## src/rtl/debug_data_transmitter.sv

```systemverilog
// ============================================================================
// Module      : debug_data_transmitter
// Description : Serialises DATA_WIDTH-bit debug words MSB first behind a
//               one-cycle data_start strobe, with a one-entry holding buffer.
// Revision    : 1.0 - initial release
// ============================================================================
`default_nettype none

module debug_data_transmitter #(
    parameter int DATA_WIDTH = 40,
    parameter int GAP_CYCLES = 3
) (
    input  logic                  debug_clk,
    input  logic                  reset,
    input  logic [DATA_WIDTH-1:0] in_data,
    input  logic                  in_valid,
    output logic                  in_ready,
    output logic                  data_start,
    output logic                  sout,
    output logic                  busy,
    output logic                  tx_done
);

    localparam int CNT_W = $clog2(DATA_WIDTH + 1);
    localparam int GAP_W = $clog2(GAP_CYCLES + 1);

    localparam logic [CNT_W-1:0] CNT_LAST = CNT_W'(DATA_WIDTH - 1);
    localparam logic [GAP_W-1:0] GAP_LAST = GAP_W'(GAP_CYCLES - 1);

    localparam logic [1:0] S_IDLE  = 2'd0;
    localparam logic [1:0] S_START = 2'd1;
    localparam logic [1:0] S_SHIFT = 2'd2;
    localparam logic [1:0] S_GAP   = 2'd3;

    // The receiver needs at least three idle cycles to re-arm.
    if (GAP_CYCLES < 3 || DATA_WIDTH < 1) begin : g_param_check
        $error("debug_data_transmitter: GAP_CYCLES must be >= 3 and DATA_WIDTH >= 1");
    end

    logic [1:0]            state_q,    state_d;
    logic [DATA_WIDTH-1:0] shreg_q,    shreg_d;
    logic [DATA_WIDTH-1:0] buf_q,      buf_d;
    logic                  buf_full_q, buf_full_d;
    logic [CNT_W-1:0]      cnt_q,      cnt_d;
    logic [GAP_W-1:0]      gcnt_q,     gcnt_d;
    logic                  load;

    always_ff @(posedge debug_clk or posedge reset) begin
        if (reset) begin
            state_q    <= S_IDLE;
            shreg_q    <= '0;
            buf_q      <= '0;
            buf_full_q <= 1'b0;
            cnt_q      <= '0;
            gcnt_q     <= '0;
        end else begin
            state_q    <= state_d;
            shreg_q    <= shreg_d;
            buf_q      <= buf_d;
            buf_full_q <= buf_full_d;
            cnt_q      <= cnt_d;
            gcnt_q     <= gcnt_d;
        end
    end

    always_comb begin
        state_d    = state_q;
        shreg_d    = shreg_q;
        buf_d      = buf_q;
        buf_full_d = buf_full_q;
        cnt_d      = cnt_q;
        gcnt_d     = gcnt_q;
        load       = 1'b0;

        case (state_q)
            S_IDLE: begin
                if (buf_full_q) begin
                    state_d = S_START;
                    load    = 1'b1;
                end
            end
            S_START: begin
                state_d = S_SHIFT;
                cnt_d   = '0;
            end
            S_SHIFT: begin
                shreg_d = shreg_q << 1;
                cnt_d   = cnt_q + CNT_W'(1);
                if (cnt_q == CNT_LAST) begin
                    state_d = S_GAP;
                    gcnt_d  = '0;
                end
            end
            S_GAP: begin
                gcnt_d = gcnt_q + GAP_W'(1);
                if (gcnt_q == GAP_LAST) begin
                    if (buf_full_q) begin
                        state_d = S_START;
                        load    = 1'b1;
                    end else begin
                        state_d = S_IDLE;
                    end
                end
            end
            default: state_d = S_IDLE;
        endcase

        if (load) begin
            shreg_d    = buf_q;
            buf_full_d = 1'b0;
        end

        // A drain needs buf_full_q, an accept needs !buf_full_q: never both.
        if (in_valid && !buf_full_q) begin
            buf_d      = in_data;
            buf_full_d = 1'b1;
        end
    end

    always_comb begin
        in_ready   = !buf_full_q;
        data_start = (state_q == S_START);
        sout       = (state_q == S_SHIFT) && shreg_q[DATA_WIDTH-1];
        tx_done    = (state_q == S_GAP) && (gcnt_q == '0);
        busy       = (state_q != S_IDLE) || buf_full_q;
    end

endmodule

`default_nettype wire

```

## config.mk

```make
export PLATFORM = sky130hd
export DESIGN_NAME = debug_data_transmitter
export DESIGN_NICKNAME = d
export VERILOG_FILES = /design/src/rtl/debug_data_transmitter.sv
export SDC_FILE = /design/constraint.sdc
export NUM_CORES = 1
export LEC_CHECK = 0
export BUFFER_PORTS_ARGS = -buffer_cell sky130_fd_sc_hd__buf_4
export CAP_MARGIN = 20
export CORE_MARGIN = 4
export CORE_UTILIZATION = 60
export CTS_CLUSTER_DIAMETER = 50
export DETAILED_ROUTE_END_ITERATION = 12
export PLACE_DENSITY = 0.8
export SLEW_MARGIN = 40
export SYNTH_ARGS = -nofsm -noshare
export SYNTH_HDL_FRONTEND = slang
export SYNTH_SLANG_ARGS = --single-unit
```

## constraint.sdc

```tcl
create_clock -name debug_clk -period 5.4 [get_ports debug_clk]
set_input_delay 1.08 -clock debug_clk [delete_from_list [all_inputs] [get_ports debug_clk]]
set_output_delay 1.08 -clock debug_clk [all_outputs]
set_load 0.02 [all_outputs]
```

==> out/summary.txt, run 1 <==
Top cell type's share of synthesized area = 57.4%
TritonCTS Buffers = 9
Iter 0 DRT Violations = 87
Period utilization = 45.1%
Cts repair resizes = 0
CP Launch Type = register
Fin area = 0.00462 mm²
Synthesis Warnings = 0
Placed insts = 439
R2R Path Start = state_q[1]
Diodes inserted = 0
Die Footprint = 0.00798 mm²
Yosys cell types = 32
Number of global-route vias before repair = 2582
Die height = 89.3 µm
Syn-to-layout area delta = 16.5%
Slew @ Worst Pin = 0.742 ns
Worst Hold End = shreg_q[12]
Cts hold-fix bufs = 0
FP Rows = 29
Layout cells sized above 1 = 29.9%
Post-layout net count = 424
Leakage Power = 2.03 nW
Final cell count without fillers = 455
Syn avg cell area = 12.1 µm²
Sw Share = 33.7%
Rel. slew slack = 50.5%
Port Buffers = 47
Final Max Tran Viols = 0
Hold Path Origin = buf_q[12]
Clock-pin slew on the worst setup and hold paths = 0.08 ns
Die width = 89.3 µm
Syn Nets = 379
Power Dens Cells = 562 mW/mm²
Cells after Synth = 328
Internal power = 1.72 mW
Max Cap Viol = 0
ANT nets after route = 0
Routability Congestion = 0.773
Worst-path maximum fanout = 7
Pre-CTS setup slack = 3.06 ns
Setup ws final = 2.96 ns
Worst hold path depth = 2
Tot GR Track Use = 20.3%
Final hold vios = 0
Setup TNS = 0 ns
Core area = 0.00639 mm²
Vias = 2536
Crit Path Class = reg2out
Largest net degree at the start of global routing = 82
Antenna violations before repair = 0
Total power = 2.60 mW
CTS tree = done
Final WL = 7030 µm
I/O Pins = 48
Sequential Power Share = 45.1%
NetSw = 0.875 mW
Yosys reg bits = 91
Mapped Area = 0.00397 mm²
Placed Area = 0.00439 mm²
Final setup vio count = 0
Fillers = 481
Reg2reg end = shreg_q[38]
Outcome = complete, no violations
CP Data Arrival Time = 1.36 ns
Wire per inst = 15.4 µm
Starting density of the core = 62.1%
Min-Delay Path Class = reg2reg
DR pass1 iterations = 4
Root Buffer = clkbuf_8
Worst R2R Setup Slack = 3.21 ns
Most common cell after layout, fill and taps aside = dfrtp_1
GRT Residual Overflow = 0
First-pass GRT wire length = 12200 µm
Sequential fraction of the synthesis area = 57.4%
Largest area contributor in the netlist = dfrtp_1
Max clock buf depth = 2
Fmax = 0.411 GHz
Hold Slack = 0.485 ns
Part of the power in the clock network = 20.0%
Worst vdd ir = 0.445 mV
Crit path time final = 2.44 ns
Worst Skew = 0.00977 ns
Postcts setup bufs = 0
Worst skew pair latency = 0.36 ns
Vias per cell = 5.57
Worst EP required = 4.32 ns
Reg2Reg Depth = 5
Leading cell types in the layout, fill and taps excluded = dfrtp_1 (91), buf_4 (50), nand2_1 (46)
RSZ-0062 raised after global routing = false
H-tree Lvls = 3
Dpl hpwl = 4520 µm
DRC = 0
Part of the power in combinational logic = 34.9%
Clock sinks = 91
Final Util = 72.4%
CP Capture Type = output port
Synth area leaders = dfrtp_1 (57%), mux2_2 (11%), mux2i_1 (10%)
## synth_stat cells
| library cell | n |
|---|---|
| nand3_1 | 3 |
| dfrtp_1 | 91 |
| and2_1 | 2 |
| clkbuf_2 | 3 |
| o21ai_2 | 1 |
| ha_1 | 8 |
| or3_1 | 1 |
| nand2_1 | 46 |
| nor2_1 | 3 |
| buf_4 | 1 |
| o21ai_1 | 1 |
| a21oi_1 | 5 |
| a21boi_0 | 1 |
| a21o_1 | 1 |
| o21ai_0 | 44 |
| mux2i_1 | 40 |
| nand2b_1 | 1 |
| buf_2 | 13 |
| nand4b_1 | 1 |
| a22o_1 | 1 |
| mux2_2 | 40 |
| buf_6 | 1 |
| a32o_1 | 1 |
| inv_1 | 9 |
| nor3_4 | 1 |
| o211ai_1 | 1 |
| xor2_1 | 1 |
| and4_1 | 1 |
| nand4_1 | 1 |
| a31o_2 | 1 |
| nor2b_1 | 3 |
| nor3_1 | 1 |
## power by group through the flow
| stage | clock, mW | sequential [mW] | combinational, mW |
|---|---|---|---|
| finish | 0.519 | 1.17 | 0.908 |
| global route | 0.562 | 1.22 | 1.03 |
| CTS | 0.530 | 1.17 | 0.922 |
| detailed placement | 0 | 1.19 | 0.910 |
| global placement | 0 | 1.17 | 0.848 |
| floorplan | 0 | 1.12 | 0.759 |
## worst max-delay path by stage
stage / end / from / cells past startpoint
floorplan: buf_full_q / reset / 1
global placement: buf_q[16] / in_valid / 3
detailed placement: shreg_q[10] / reset / 3
CTS: tx_done / state_q[1] / 3
global route: tx_done / state_q[0] / 3
finish: tx_done / state_q[1] / 3
## per-layer routing
| metal | GRT usage (%) | part of all wire [%] |
|---|---|---|
| met5 | 0 | 0 |
| met4 | 8.80 | 2.4 |
| met3 | 4.61 | 3.6 |
| met2 | 31.5 | 50 |
| met1 | 27.6 | 44 |
## critical path, cell delays in order (launching register included)
cell and delay (ns):
dfrtp_1 0.43, ha_1 0.27, and2_1 0.16, buf_4 0.15
## area by class of cell
cell class / instances / area [µm²] / area share (%)
clock inverters: 4 / 72.6 / 1.57
repair buffers: 52 / 418 / 9.04
clock buffers: 12 / 155 / 3.36
flip-flops and latches: 91 / 2280 / 49.3
inverters: 9 / 36.3 / 0.785
multi-input cells: 210 / 1570 / 33.9
well taps: 77 / 96.3 / 2.08
## registers in the layout, summed over array words and instances, names as in the netlist
register / flops
state_q: 2
gcnt_q: 2
buf_q: 40
buf_full_q: 1
cnt_q: 6
shreg_q: 40
## cell families (layout without fill, tap and decap cells)
logic type               Yosys count  in the layout  synth area share [%]
adder cells (fa/ha/maj)            8              8                  2.52
AND/OR/NAND/NOR                   64             64                  7.26
AO/OA/AOI/OAI                     57             57                  7.79
XOR/XNOR                           1              1                 0.221
flip-flops                        91             91                  57.4
buffers and inverters             27             77                  3.34
multiplexers                      80             80                  21.5
Power figures use the tool's default switching activity.
==> inputs of run 2 (changes only) <==
- CORE_UTILIZATION: 60 -> 52
- PLACE_DENSITY: 0.8 -> 0.73
- clock period: 5.4 -> 2.2 ns (I/O delays scaled with it)
==> run 2 against run 1 <==
Net effect: hold slack got worse by 0.44 ns; register-to-register slack got worse by 2.9 ns; sequential power rose by 140%; clock skew fell by 0.00065 ns; routed wire length fell by 7.7%; critical endpoint is now sout; highest routed layer unchanged.
==> out/summary.txt, run 2 (synthesized netlist as in run 1, its figures left out) <==
R2R Path Start = state_q[0]
Clock-pin slew on the worst setup and hold paths = 0.09 ns
Rel. slew slack = 71.6%
Antenna violations before repair = 0
Most common cell after layout, fill and taps aside = dfrtp_1
Critical Path Max Stage Delay = 0.42 ns
Hold Slack = 0.0447 ns
Final Max Tran Viols = 0
TritonCTS Buffers = 9
Root Buffer = clkbuf_8
Placed Area = 0.00444 mm²
Bufs and invs on worst path = 2
Critical Path Slowest Stage Cell = dfrtp_1
Number of global-route vias before repair = 2605
CP Capture Type = output port
Fillers = 589
Post-layout net count = 427
CP Data Arrival Time = 1.59 ns
H-tree Lvls = 3
Register Area = 0.00228 mm²
Worst vdd ir = 0.724 mV
Routability Congestion = 0.725
ANT nets after route = 0
Cts hold-fix bufs = 0
Clock sinks = 91
Diodes inserted = 0
Slew @ Worst Pin = 0.423 ns
GR peak layer = met2
RSZ-0062 raised after global routing = false
Tot GR Track Use = 16.3%
Fin area = 0.00465 mm²
Multi-input logic area = 0.00157 mm²
Core area = 0.00733 mm²
Die height = 95.3 µm
Crit Path Class = reg2out
Reg2reg end = cnt_q[5]
CP cell instances = inv_1 -> ha_2 -> and2_1 -> buf_4
Final setup vio count = 0
Outcome = complete, no violations
Max clock buf depth = 2
Final hold vios = 0
Max Cap Viol = 0
DRC = 0
Met1 GRT Util = 19.9%
Fmax = 0.493 GHz
DR pass1 iterations = 4
Power Dens Cells = 1340 mW/mm²
Dpl hpwl = 4560 µm
Vias per cell = 5.25
Die Footprint = 0.00909 mm²
Worst skew pair latency = 0.35 ns
Die width = 95.3 µm
CP Launch Type = register
Worst-path maximum fanout = 11
Starting density of the core = 54.1%
CTS tree = done
Global routing usage on met2 = 27.3%
Worst EP required = 1.76 ns
Worst R2R Setup Slack = 0.34 ns
Worst Skew = 0.00912 ns
Vias = 2519
GRT met3 Usage = 5.13%
Leakage Power = 2.03 nW
Layout cells sized above 1 = 30.7%
Postcts setup bufs = 0
Worst path top cell family by delay = flip-flops
I/O Pins = 48
Top Registers = buf_q x40, shreg_q x40, cnt_q x6
Cts repair resizes = 0
Iter 0 DRT Violations = 53
Reg2Reg Depth = 5
Leading cell types in the layout, fill and taps excluded = dfrtp_1 (91), buf_4 (53), nand2_1 (46)
Syn-to-layout area delta = 17.3%
Port Buffers = 47
Total power = 6.22 mW
Crit path time final = 2.03 ns
Largest net degree at the start of global routing = 82
GRT Residual Overflow = 0
Final WL = 6480 µm
Setup TNS = 0 ns
Period utilization = 92.2%
First-pass GRT wire length = 11400 µm
Min-Delay Path Class = in2async
FP Rows = 31
Wire per inst = 13.5 µm
run 2: layer usage:
metal  vias up  part of all wire (%)
met5         -                     0
met4         0                  0.91
met3         5                   4.6
met2        41                    52
met1      1238                    43
li1       1235                     -
run 2: worst max-delay path by stage:
stage	from	to	slack, ns	cells past startpoint
CTS	state_q[0]	sout	0.12	4
global placement	state_q[1]	cnt_q[5]	0.47	5
floorplan	state_q[0]	sout	0.41	5
global route	state_q[0]	sout	0.05	4
detailed placement	state_q[0]	cnt_q[5]	0.31	5
finish	state_q[0]	sout	0.17	4
run 2: worst register-to-register path, stage by stage (launching register included):
cell and delay, ns:
dfrtp_1 0.40, inv_1 0.11, ha_1 0.52, nand4_1 0.22, or3_1 0.39, a21oi_1 0.16
run 2: power by group:
part	total [mW]	switching, mW	internal [mW]	leakage, nW
combinational	2.21	1.11	1.11	0.806
clock	1.15	0.586	0.566	0.103
sequential	2.85	0.404	2.45	1.12
run 2: final cells by class:
cell class | instances | share of cell area [%]
clock buffers | 10 | 2.96
clock inverters | 6 | 1.56
inverters | 9 | 0.807
multi-input cells | 210 | 33.7
flip-flops and latches | 91 | 48.9
well taps | 99 | 2.66
repair buffers | 55 | 9.41
run 2: metrics by stage:
stage               setup WS, ns  cells  util [%]
finish                     0.172    480      63.5
CTS                        0.121    480      63.5
floorplan                  0.413    328         -
detailed placement         0.310    464      60.6
global placement           0.471    464      60.6
global route              0.0462    480      63.5
==> inputs of run 3 (changes only) <==
- BUFFER_PORTS_ARGS: -buffer_cell sky130_fd_sc_hd__buf_4 -> not set
- CORE_UTILIZATION: 52 -> 57
- DONT_BUFFER_PORTS: not set -> 1
==> run 3 against run 2 <==
Net effect: clock power up 16%; highest routed layer unchanged; critical path depth increased by 1; die area down 8.1%; design area shrank 7.0%; combinational power shrank 4%; via count down 8.3%; non-clock buffer count is 49 lower; critical endpoint is now cnt_q[5]; flip-flop and latch count stayed put.
==> out/summary.txt, run 3 (synthesized netlist as in run 1, its figures left out) <==
Outcome = complete, no violations
Clock-pin slew on the worst setup and hold paths = 0.09 ns
Crit path time final = 1.89 ns
Crit Path Class = reg2reg
CP Capture Type = register
Worst skew pair latency = 0.35 ns
Root Buffer = clkbuf_8
Dpl hpwl = 4240 µm
Cts repair resizes = 0
TritonCTS Buffers = 9
Most common cell after layout, fill and taps aside = dfrtp_1
Leakage Power = 1.82 nW
Wire per inst = 14.8 µm
DRC = 0
Placed insts = 412
Fmax = 0.528 GHz
Max clock buf depth = 2
Iter 0 DRT Violations = 122
Post-layout net count = 378
Syn-to-layout area delta = 9.05%
Die height = 91.4 µm
Top Registers = buf_q x40, shreg_q x40, cnt_q x6
Layout cells sized above 1 = 20.2%
Vias per cell = 5.39
Worst path top cell family by delay = simple AND/OR/NAND/NOR gates
Worst-path maximum fanout = 11
Reg2Reg Depth = 5
Max Cap Viol = 0
Die width = 91.4 µm
Routability Congestion = 0.737
FP Rows = 30
Cts hold-fix bufs = 0
Number of global-route vias before repair = 2422
Slew @ Worst Pin = 0.455 ns
I/O Pins = 48
Postcts setup bufs = 0
Final hold vios = 0
R2R Path Start = state_q[1]
Clock sinks = 91
Critical Path Max Stage Delay = 0.51 ns
Die Footprint = 0.00836 mm²
Setup TNS = 0 ns
Worst R2R Setup Slack = 0.31 ns
Placed Area = 0.00408 mm²
Largest net degree at the start of global routing = 92
GRT Residual Overflow = 0
Worst EP required = 2.48 ns
Rel. slew slack = 69.4%
Final WL = 6350 µm
CP Data Arrival Time = 2.17 ns
Reg2reg end = cnt_q[5]
Worst vdd ir = 0.728 mV
CTS tree = done
RSZ-0062 raised after global routing = false
Period utilization = 86.1%
CP Launch Type = register
DR pass1 iterations = 4
Fillers = 544
Antenna violations before repair = 0
First-pass GRT wire length = 11300 µm
Final Max Tran Viols = 0
Setup ws final = 0.307 ns
Critical Path Slowest Stage Cell = ha_1
H-tree Lvls = 3
Port Buffers = 0
ANT nets after route = 0
Tot GR Track Use = 16.8%
Power Dens Cells = 1460 mW/mm²
Leading cell types in the layout, fill and taps excluded = dfrtp_1 (91), nand2_1 (46), o21ai_0 (44)
Min-Delay Path Class = in2async
Starting density of the core = 58.4%
Final setup vio count = 0
Worst Skew = 0.0104 ns
Fin area = 0.00433 mm²
Pre-CTS setup slack = 0.333 ns
Total power = 6.31 mW
CP cell instances = inv_1 -> ha_1 -> nand4_1 -> or3_1 -> a21oi_1
Diodes inserted = 0
Vias = 2309
Bufs and invs on worst path = 1
Final cell count without fillers = 428
Core area = 0.00679 mm²
## run 3: cell types whose count changed in the layout (fill, tap and decap cells not counted), moves of 2 or more
cell,previous run,this run
clkinv_4,3,0
bufinv_16,1,3
buf_4,53,3
clkinv_2,0,2
## run 3: final cells by class
cell class | count | area [µm²] | area share, %
repair buffers | 6 | 82.6 | 1.91
multi-input cells | 210 | 1570 | 36.2
well taps | 96 | 120 | 2.78
inverters | 9 | 37.5 | 0.868
flip-flops and latches | 91 | 2280 | 52.6
clock inverters | 5 | 100 | 2.31
clock buffers | 11 | 141 | 3.27
## run 3: metrics by stage
step | hold slack, ns | utilization (%)
global placement | 0.458 | 60.1
finish | 0.0888 | 63.7
detailed placement | 0.467 | 60.1
floorplan | 0.446 | -
CTS | 0.104 | 63.7
global route | 0.113 | 63.7
## run 3: how the worst max path moves through the flow
stage                     cells after the start  startpoint    endpoint
after floorplan                               5  state_q[0]        sout
after global placement                        5  state_q[0]  shreg_q[3]
after detailed placement                      5  state_q[1]    cnt_q[5]
after CTS                                     3  state_q[0]        sout
after global routing                          5  state_q[1]    cnt_q[5]
final                                         5  state_q[1]    cnt_q[5]
## run 3: power breakdown
| part | switching (mW) | internal, mW |
|---|---|---|
| Sequential | 0.404 | 2.45 |
| Clock | 0.550 | 0.783 |
| Combinational | 1.10 | 1.03 |
## run 3: routing by layer
metal / routed length [µm] / track usage (%) / vias up / part of all wire (%)
met5: 0 / 0 / - / 0
met4: 90 / 6.03 / 0 / 1.4
met3: 259 / 4.39 / 10 / 4.1
met2: 3050 / 26.8 / 37 / 48
met1: 2950 / 22.2 / 1134 / 46
li1: - / - / 1128 / -
